===== src/rtl/router_pkt_tx.sv =====
// router_pkt_tx: transmits one packet per accepted start request.
// A packet is a header byte {length, addr}, length LFSR payload bytes, and a
// parity byte (XOR of header and payload, optionally inverted). The packet
// then finishes with a single ENDPKT cycle that pulses done.
//
// Ports:
//   clock       single clock, all state updates on posedge
//   reset       synchronous, active-high
//   start       one-cycle send request, sampled only in IDLE
//   addr        destination port, latched on accepted start
//   length      payload byte count (1..63), latched on accepted start
//   seed        payload LFSR seed, latched on accepted start (00 -> 01)
//   bad_parity  invert the parity byte of this packet
//   busy        router back-pressure; holds the current byte while high
//   pkt_valid   high while header/payload bytes are on data_out
//   data_out    packet byte stream
//   tx_active   high in every state except IDLE
//   done        one-cycle pulse in ENDPKT
//   len_err     one-cycle pulse when a zero-length start is rejected
//
// state   | meaning
// --------+-----------------------------------------------------------
// IDLE    | waiting for start; rejects length==0 with len_err
// HEADER  | header byte on data_out until the router takes it
// PAYLOAD | LFSR payload bytes, one per non-busy cycle
// PARITY  | parity byte on data_out (pkt_valid low) until taken
// ENDPKT  | done pulse, data_out cleared, back to IDLE next cycle

module router_pkt_tx (
    input  logic       clock,
    input  logic       reset,
    input  logic       start,
    input  logic [1:0] addr,
    input  logic [5:0] length,
    input  logic [7:0] seed,
    input  logic       bad_parity,
    input  logic       busy,
    output logic       pkt_valid,
    output logic [7:0] data_out,
    output logic       tx_active,
    output logic       done,
    output logic       len_err
);

    typedef enum logic [2:0] {
        S_IDLE,
        S_HEADER,
        S_PAYLOAD,
        S_PARITY,
        S_ENDPKT
    } state_t;

    state_t     state;
    logic [7:0] lfsr;
    logic [7:0] parity;
    logic [5:0] byte_cnt;
    logic [5:0] len_q;
    logic [1:0] addr_q;
    logic       bad_q;

    function automatic logic [7:0] lfsr_next(input logic [7:0] cur);
        return {cur[6:0], cur[7] ^ cur[5] ^ cur[4] ^ cur[3]};
    endfunction

    // Parity including the payload byte currently on the bus.
    logic [7:0] parity_upd;
    assign parity_upd = parity ^ lfsr;

    always_ff @(posedge clock) begin
        if (reset) begin
            state     <= S_IDLE;
            lfsr      <= 8'h00;
            parity    <= 8'h00;
            byte_cnt  <= 6'd0;
            len_q     <= 6'd0;
            addr_q    <= 2'd0;
            bad_q     <= 1'b0;
            pkt_valid <= 1'b0;
            data_out  <= 8'h00;
            tx_active <= 1'b0;
            done      <= 1'b0;
            len_err   <= 1'b0;
        end else begin
            done    <= 1'b0;
            len_err <= 1'b0;
            case (state)
                S_IDLE: begin
                    pkt_valid <= 1'b0;
                    data_out  <= 8'h00;
                    tx_active <= 1'b0;
                    if (start) begin
                        if (length == 6'd0) begin
                            len_err <= 1'b1;
                        end else begin
                            addr_q    <= addr;
                            len_q     <= length;
                            bad_q     <= bad_parity;
                            lfsr      <= (seed == 8'h00) ? 8'h01 : seed;
                            byte_cnt  <= 6'd0;
                            parity    <= {length, addr};
                            data_out  <= {length, addr};
                            pkt_valid <= 1'b1;
                            tx_active <= 1'b1;
                            state     <= S_HEADER;
                        end
                    end
                end
                S_HEADER: begin
                    if (!busy) begin
                        data_out <= lfsr;
                        state    <= S_PAYLOAD;
                    end else begin
                        data_out <= {len_q, addr_q};
                    end
                end
                S_PAYLOAD: begin
                    if (!busy) begin
                        parity   <= parity_upd;
                        lfsr     <= lfsr_next(lfsr);
                        byte_cnt <= byte_cnt + 6'd1;
                        if (byte_cnt + 6'd1 == len_q) begin
                            pkt_valid <= 1'b0;
                            data_out  <= bad_q ? ~parity_upd : parity_upd;
                            state     <= S_PARITY;
                        end else begin
                            data_out <= lfsr_next(lfsr);
                        end
                    end
                end
                S_PARITY: begin
                    if (!busy) begin
                        done     <= 1'b1;
                        data_out <= 8'h00;
                        state    <= S_ENDPKT;
                    end
                end
                S_ENDPKT: begin
                    tx_active <= 1'b0;
                    data_out  <= 8'h00;
                    state     <= S_IDLE;
                end
                default: begin
                    pkt_valid <= 1'b0;
                    data_out  <= 8'h00;
                    tx_active <= 1'b0;
                    state     <= S_IDLE;
                end
            endcase
        end
    end

endmodule


===== config.mk =====
export PLATFORM = sky130hd
export DESIGN_NAME = router_pkt_tx
export DESIGN_NICKNAME = d
export VERILOG_FILES = /design/src/rtl/router_pkt_tx.sv
export SDC_FILE = /design/constraint.sdc
export NUM_CORES = 1
export LEC_CHECK = 0
export ABC_CLOCK_PERIOD_IN_PS = 2150
export CELL_PAD_IN_SITES_DETAIL_PLACEMENT = 0
export CELL_PAD_IN_SITES_GLOBAL_PLACEMENT = 1
export CORE_UTILIZATION = 41
export DETAILED_ROUTE_END_ITERATION = 12
export PLACE_DENSITY = 0.87
export SYNTH_ARGS = -nofsm -noshare
export SYNTH_HDL_FRONTEND = slang
export SYNTH_SLANG_ARGS = --single-unit

===== constraint.sdc =====
create_clock -name clock -period 2.15 [get_ports clock]
set_input_delay 0.43 -clock clock [delete_from_list [all_inputs] [get_ports clock]]
set_output_delay 0.43 -clock clock [all_outputs]
set_load 0.005 [all_outputs]

---- Word level (Yosys, flattened, before mapping) ----
Cells that the tools add are included.
word-level totals
  register bits after elaboration ......... 46
  output and inout port bits .............. 12
  input bits .............................. 21
  word-level logic and storage cells ...... 83
operators by class
  add/sub/neg operators ................... 1
  muxes and demuxes ....................... 36
  reductions and logical operators ........ 13
  eq/ne operators ......................... 11
  bitwise logic cells ..................... 10
operator list
  operator                                                          count
  8-bit 2-to-1 mux                                                  14
  8-bit one-hot mux with 2 select lines                             2
  8-bit one-hot mux with 4 select lines                             1
  3-bit 2-to-1 mux                                                  6
  6-bit 2-to-1 mux                                                  3
  2-bit != test (second input constant)                             6
  3-bit one-hot mux with 4 select lines                             1
  6-bit one-hot mux with 2 select lines                             1
  3-bit OR reduction                                                3
  8-bit logical NOT                                                 1
  8-bit inverter                                                    1
  8-bit XOR                                                         1
  6-bit by 1-bit adder with 6-bit output (second input constant)    1
  3-bit by 2-bit == test with 1-bit output (second input constant)  2
  6-bit == test                                                     1
  6-bit logical NOT                                                 1
  1-bit 2-to-1 mux                                                  6
  3-bit AND reduction                                               2
  6-bit AND reduction                                               1
  1-bit inverter                                                    5
  4-bit AND reduction                                               1
  3-bit by 1-bit == test with 1-bit output (second input constant)  1
  3-bit == test (second input constant)                             1
  3-bit logical NOT                                                 1
  6 further kinds                                                   8

---- Longest topological paths before layout ----
Gate-level depths: netlist of run 1.
  depth in word-level cells ............... 6
  gate-level depth with buffers ........... 8

---- Worst setup path after synthesis of run 1 ----
No wires, ideal clock.
  path kind ............................... register to register
  start ................................... register byte_cnt[0]
  end ..................................... register data_out[1]
  arrival ................................. 1.925 ns
  setup time .............................. 0.073 ns
  buffers on the path ..................... 1
  cell stages (with the launch flop) ...... 8
  clock period less this slack ............ 1.999 ns
  slack ................................... 0.151 ns
  cells stage by stage .................... dfxtp_1 > ha_1 > xnor2_1 > xnor2_1 > or4_4 > buf_6 > o31a_1 > o211ai_2
on the way
  cells in the longest elaborated chain, start to end .. 5
ends and longest elaborated chain
  element                                 line  text
  start, declared                         56    logic [5:0] byte_cnt;
  start signal, assigned                  120   byte_cnt <= byte_cnt + 6'd1;
  6-bit by 1-bit adder with 6-bit output  121   if (byte_cnt + 6'd1 == len_q) begin
  6-bit == test                           121
  8-bit 2-to-1 mux                        121
  8-bit 2-to-1 mux                        117   if (!busy) begin
  8-bit one-hot mux with 4 select lines   86    case (state)
  end signal, assigned                    113   data_out <= {len_q, addr_q};
  end signal, assigned                    123   data_out <= bad_q ? ~parity_upd : parity_upd;
  end signal, assigned                    126   data_out <= lfsr_next(lfsr);
  end, declared                           39    output logic [7:0] data_out,
Every way passes these cells. The select of a mux whose other input is x is not followed.
A chain may end at the register's enable or synchronous reset.

---- Worst setup path after layout of run 1 ----
  start ................................... register byte_cnt[1]
  end ..................................... register data_out[1]
Same word-level chain as after synthesis.

==> results.json, run 1 <==
{
  "core_area_um2": 6030,
  "multi_input_area_um2": 1590,
  "cp-end-kind": "flop",
  "gp_routability_congestion": 0.826,
  "die_h_um": 81.8,
  "dp_worst_setup_slack_ps": -69.7,
  "viasPerCell": 5.63,
  "min_path_type": "reg -> reg",
  "insertion_delay_ps": 300,
  "powerDensity_nw_per_um2": 645,
  "fmax_mhz": 487,
  "synth_area_um2": 2610,
  "crit_path_start_kind": "flop",
  "synth-edff-count": 0,
  "power_frac_comb": 0.254,
  "power.internal_w": 0.00143,
  "drt_iter0_markers": 214,
  "drc": 0,
  "top_usage_layer": "met2",
  "synthTopCellsByCount": "nand2_1 (71), dfxtp_1 (46), a21oi_1 (29), nor2_1 (26), xnor2_1 (26)",
  "num_antenna_cells": 0,
  "grt_usage": 0.234,
  "synth_area_leader_cell": "dfxtp_1",
  "clkSinkCount": 46,
  "syn_inst": 340,
  "arrival_ps": 2290,
  "min_period_ps": 2050,
  "vias": 2555,
  "synth_area_leaders": "dfxtp_1 (35%), nand2_1 (10%), xnor2_1 (8.7%)",
  "n_fill_cell": 598,
  "synth_seq_cells": 46,
  "cp_cell_sequence": "ha_1 > xnor2_2 > xnor2_1 > or4_4 > o31a_1 > o211ai_2",
  "final_layout_size_suffix_gt1_frac": 0.0976,
  "ys_seq_area_frac": 0.353,
  "htree_levels": 2,
  "fin_worst_skew_ps": 5.02,
  "cts_hold_buf": 0,
  "cts.repair.resized": 0,
  "cpPeakStageDelay_ps": 610,
  "synth_top_family_by_area": "compound AO/OA/AOI/OAI gates",
  "power_frac_clock": 0.258,
  "final_nets": 402,
  "cts_buffers": 5,
  "synth_top_cell_area_share": 0.353,
  "slew_violations": 0,
  "postCtsSetupBuffers": 0,
  "cts.path.max_buffers": 2,
  "ant_nets": 0,
  "grt_pass1_wl_um": 11600,
  "seqPwrFrac": 0.487,
  "hold_ws_ps": 471,
  "async_flop_share": 0,
  "routed_wl_um": 7270,
  "worstSetupPathType": "reg -> reg",
  "avgSynthCellArea_um2": 7.68,
  "setup_ws_ps": 96.8,
  "initial_core_util": 0.433,
  "cts_tree": "yes",
  "syn-num-nets": 362,
  "setup_viol": 0,
  "max_slew_margin": 0.412,
  "grt_pass1_vias": 2237,
  "die_w_um": 81.8,
  "clock_tree.root_cell": "clkbuf_8",
  "ios": 33,
  "rows": 28,
  "power.switching_w": 0.000647,
  "synth_top_flop_cell": "dfxtp_1",
  "portBuffers": 32,
  "tightestPinTransition_ps": 875,
  "met1_usage": 0.335,
  "finalHoldViolCount": 0,
  "synth-compound-area-share": 0.239,
  "layout-area-overhead-vs-synth_pct": 23.1,
  "cap_violations": 0,
  "outcome": "finished, final reports clean",
  "netlist-cell-type-count": 46,
  "die_area_um2": 6690,
  "met2_usage": 0.362,
  "swShare": 0.312,
  "leakage_nw": 1.15,
  "synth_adder_area_share": 0.00479,
  "antenna_found_initial": 0,
  "synth_mux_area_frac": 0.0268,
  "final-seq-area_um2": 921,
  "total_power_w": 0.00207,
  "ys_warn_count": 0,
  "crit_path_max_fanout": 9,
  "grt-ovfl-total": 0,
  "cp_slowest_cell": "or4_4",
  "wire_per_inst_um": 16.0,
  "cp.required_ps": 2380,
  "dpl.hpwl_um": 5330,
  "finalCritPeriodShare": 0.955,
  "yosys.area_share.simple": 0.233,
  "synth.most_common_cell": "nand2_1",
  "firstDrtPassIters": 5,
  "stdcell_area_um2": 3220,
  "clk_pin_slew_ps": 80,
  "use_met3": 0.0400,
  "grt_max_degree": 37,
  "synthXorXnorAreaFrac": 0.104,
  "vdd_ir_drop_max_uv": 312,
  "dpl-instance-area_um2": 3130
}
## placed cells by master, fill, tap and decap left out, drive strengths merged, types with 3 or more instances in the layout
cell	count
a21oi	29
a22oi	6
a311oi	7
buf	25
clkbuf	6
clkdlybuf4s50	32
dfxtp	46
mux2i	7
nand2	71
nand3	6
nor2	26
nor3	4
nor3b	5
nor4	3
o211ai	15
o21ai	29
or3b	3
xnor2	26
xor2	5
## path summary, 6_finish.rpt
path / start / endpoint / slack, ps / cells after the start
worst max-delay path: byte_cnt[1]$_SDFFE_PP0P_ / data_out[1]$_SDFFE_PP0P_ / 100 / 6
worst min-delay path: addr_q[0]$_SDFFE_PP0P_ / addr_q[0]$_SDFFE_PP0P_ / 470 / 2
worst max register to register: byte_cnt[1]$_SDFFE_PP0P_ / data_out[1]$_SDFFE_PP0P_ / 100 / 6
worst min register to register: addr_q[0]$_SDFFE_PP0P_ / addr_q[0]$_SDFFE_PP0P_ / 470 / 2
## through the flow
stage,instances,TNS (ps),util
floorplan,340,0,-
global route,454,-13.2,0.534
detailed placement,448,-609,0.519
finish,454,0,0.534
global placement,448,0,0.519
CTS,454,0,0.532
## final cells by class
class                      instances  area share
clock buffer                       6      0.0257
inverter                           1     0.00117
multi-input combinational        269       0.496
sequential                        46       0.286
tap                               75      0.0292
timing repair buffer              57       0.162
## power by group through the flow
| stage | Clock [W] | Sequential, W | Combinational [W] |
|---|---|---|---|
| 2_1_floorplan | 0 | 0.000977 | 0.000352 |
| 3_3_place_gp | 0 | 0.00103 | 0.000521 |
| 3_5_place_dp | 0 | 0.00103 | 0.000524 |
| 4_1_cts | 0.000543 | 0.00101 | 0.000526 |
| 5_1_grt | 0.000578 | 0.00102 | 0.000580 |
| 6_report | 0.000536 | 0.00101 | 0.000528 |
## layer usage
metal / wire length, um / vias to the layer above / part of all wire
met5: 0 / - / 0
met4: 63 / 0 / 0.0087
met3: 400 / 7 / 0.055
met2: 3190 / 86 / 0.44
met1: 3620 / 1184 / 0.50
li1: - / 1278 / -
## sequential cells by signal, summed over array words and instances, names as in the netlist
signal and flops:
data_out 8, lfsr 8, parity 8, byte_cnt 6, len_q 6, state 3
addr_q 2, bad_q 1, done 1, len_err 1, pkt_valid 1, tx_active 1
## worst max-delay path: cells and delay by family, from the launching register on
family | cells | cell delay [ps]
compound gates | 2 | 470
fa+ha+maj | 1 | 250
xor+xnor | 2 | 320
simple gates | 1 | 610
flops | 1 | 340
## logic make-up (layout without fill, tap and decap cells)
kind of cell,after synthesis,count (layout)
xor+xnor,31,31
mux,7,7
flops,46,46
fa+ha+maj,1,1
compound gates,99,99
buf+inv,25,64
simple gates,131,131
No activity file was read; power rests on OpenSTA's default activity.
==> run 2, diff against run 1 <==
--- a/config.mk
+++ b/config.mk
@@ -10,6 +10,7 @@
 export CELL_PAD_IN_SITES_GLOBAL_PLACEMENT = 1
 export CORE_UTILIZATION = 41
 export DETAILED_ROUTE_END_ITERATION = 12
+export MAX_ROUTING_LAYER = met4
 export PLACE_DENSITY = 0.87
 export SYNTH_ARGS = -nofsm -noshare
 export SYNTH_HDL_FRONTEND = slang
==> run 2 against run 1 <==
Effect of this change:
- routed wire length fell by 0.81%
- hold slack barely moved
- critical endpoint unchanged
- first-iteration DRC count rose by 13%
- worst setup slack got worse by 1.1 ps
- sequential power barely moved
- die area did not move
- flip-flop and latch count did not move
- via count fell by 0.43%
- maximum frequency barely moved
- cell area did not move
- utilization did not move
- critical path depth did not move
- largest cell class unchanged
==> results.json, run 2 (synthesis results as in run 1) <==
{
  "worstSetupPathType": "reg -> reg",
  "cts.repair.resized": 0,
  "swShare": 0.312,
  "firstDrtPassIters": 4,
  "insertion_delay_ps": 300,
  "min_path_type": "reg -> reg",
  "max_slew_margin": 0.396,
  "worstHoldPathCells": 2,
  "vias": 2544,
  "slew_violations": 0,
  "cp.required_ps": 2380,
  "final_layout_size_suffix_gt1_frac": 0.0976,
  "reg2reg_to": "data_out[1]$_SDFFE_PP0P_",
  "mostFrequentLayoutCells": "nand2_1 (71), dfxtp_1 (46), clkdlybuf4s50_1 (32)",
  "min_from": "addr_q[0]$_SDFFE_PP0P_",
  "n_fill_cell": 598,
  "ios": 33,
  "antenna_found_initial": 0,
  "vdd_ir_drop_max_uv": 311,
  "cts.path.max_buffers": 2,
  "fin_util": 0.534,
  "final_nets": 402,
  "clkSinkCount": 46,
  "rr_worst_depth": 6,
  "grt_usage": 0.241,
  "finalCritPeriodShare": 0.955,
  "power_frac_comb": 0.255,
  "reg2reg_slack_ps": 100,
  "holdPathEnd": "addr_q[0]$_SDFFE_PP0P_",
  "routed_wl_um": 7210,
  "num_antenna_cells": 0,
  "cp-end-kind": "flop",
  "rows": 28,
  "setup_viol": 0,
  "leakage_nw": 1.15,
  "viasPerCell": 5.60,
  "grt_pass1_wl_um": 11600,
  "drc": 0,
  "die_h_um": 81.8,
  "grt_pass1_vias": 2228,
  "crit_path_max_fanout": 9,
  "die_area_um2": 6690,
  "core_area_um2": 6030,
  "crit_path_start_kind": "flop",
  "r2r-start": "byte_cnt[1]$_SDFFE_PP0P_",
  "initial_core_util": 0.433,
  "die_w_um": 81.8,
  "finalHoldViolCount": 0,
  "grt-ovfl-total": 0,
  "tightestPinTransition_ps": 899,
  "min_period_ps": 2050,
  "power.internal_w": 0.00143,
  "clk_pin_slew_ps": 80,
  "gp_routability_congestion": 0.839,
  "hold_ws_ps": 471,
  "grt_max_degree": 37,
  "cts_tree": "yes",
  "clock_tree.root_cell": "clkbuf_8",
  "ant_nets": 0,
  "setup_tns_ps": 0,
  "wire_per_inst_um": 15.9,
  "outcome": "finished, final reports clean",
  "layout_commonest_cell": "nand2_1",
  "portBuffers": 32,
  "power_frac_clock": 0.258,
  "powerDensity_nw_per_um2": 645,
  "htree_levels": 2,
  "dpl.hpwl_um": 5330,
  "cts_hold_buf": 0,
  "postCtsSetupBuffers": 0,
  "cap_violations": 0,
  "cts_buffers": 5,
  "arrival_ps": 2290,
  "seqPwrFrac": 0.487,
  "layout-area-overhead-vs-synth_pct": 23.1,
  "fmax_mhz": 487,
  "drt_iter0_markers": 242,
  "fin_worst_skew_ps": 3.93,
  "reg_top3": "data_out: 8 flops, lfsr: 8 flops, parity: 8 flops",
  "power.switching_w": 0.000646
}
[run 2: cell counts in the layout (fill, tap and decap cells not counted)]
No cell type changed its count.
[run 2: worst max path at each step]
stage | slack [ps] | from | end
CTS | 100 | byte_cnt[1]$_SDFFE_PP0P_ | data_out[1]$_SDFFE_PP0P_
global route | -8 | byte_cnt[1]$_SDFFE_PP0P_ | data_out[1]$_SDFFE_PP0P_
detailed placement | -70 | length[5] | lfsr[5]$_SDFFE_PP0P_
floorplan | 150 | byte_cnt[0]$_SDFFE_PP0P_ | data_out[1]$_SDFFE_PP0P_
global placement | 20 | length[5] | lfsr[7]$_SDFFE_PP0P_
finish | 100 | byte_cnt[1]$_SDFFE_PP0P_ | data_out[1]$_SDFFE_PP0P_
[run 2: stage by stage]
stage,std cells,power [W],setup WS (ps),instance area (um^2)
floorplan,340,0.00133,151,2610
global placement,448,0.00155,17.8,3130
detailed placement,448,0.00155,-69.7,3130
CTS,454,0.00208,101,3210
global route,454,0.00218,-8.10,3220
finish,454,0.00207,95.7,3220
[run 2: metal layers]
layer	vias to the layer above	wire, um	global-route usage	share of wire
met5	-	0	-	0
met4	0	68	0.0579	0.0094
met3	8	448	0.0389	0.062
met2	74	3180	0.360	0.44
met1	1184	3510	0.339	0.49
li1	1278	-	-	-
[run 2: worst max-delay path, cell delays in order (launching register included)]
cell,delay [ps]
dfxtp_1,340
ha_1,250
xnor2_2,160
xnor2_1,160
or4_4,620
o31a_1,340
o211ai_2,130
[run 2: cell type report]
cell class / instances / area, um^2 / share of cell area
inverters: 1 / 3.75 / 0.00117
flip-flops and latches: 46 / 921 / 0.286
well taps: 75 / 93.8 / 0.0292
clock buffers: 6 / 82.6 / 0.0257
repair buffers: 57 / 520 / 0.162
multi-input cells: 269 / 1590 / 0.496
[run 2: power by group through the flow]
| stage | Combinational (W) | Sequential (W) | Clock (W) |
|---|---|---|---|
| 6_report | 0.000528 | 0.00101 | 0.000535 |
| 5_1_grt | 0.000581 | 0.00102 | 0.000578 |
| 4_1_cts | 0.000526 | 0.00101 | 0.000543 |
| 3_5_place_dp | 0.000524 | 0.00103 | 0 |
| 3_3_place_gp | 0.000521 | 0.00103 | 0 |
| 2_1_floorplan | 0.000352 | 0.000977 | 0 |
==> run 3, diff against run 2 <==
--- a/config.mk
+++ b/config.mk
@@ -9,6 +9,7 @@
 export CELL_PAD_IN_SITES_DETAIL_PLACEMENT = 0
 export CELL_PAD_IN_SITES_GLOBAL_PLACEMENT = 1
 export CORE_UTILIZATION = 41
+export CTS_CLUSTER_DIAMETER = 150
 export DETAILED_ROUTE_END_ITERATION = 12
 export MAX_ROUTING_LAYER = met4
 export PLACE_DENSITY = 0.87
==> results of run 3 <==
Same layout as run 2: the final DEF is identical, and so are final timing and power.
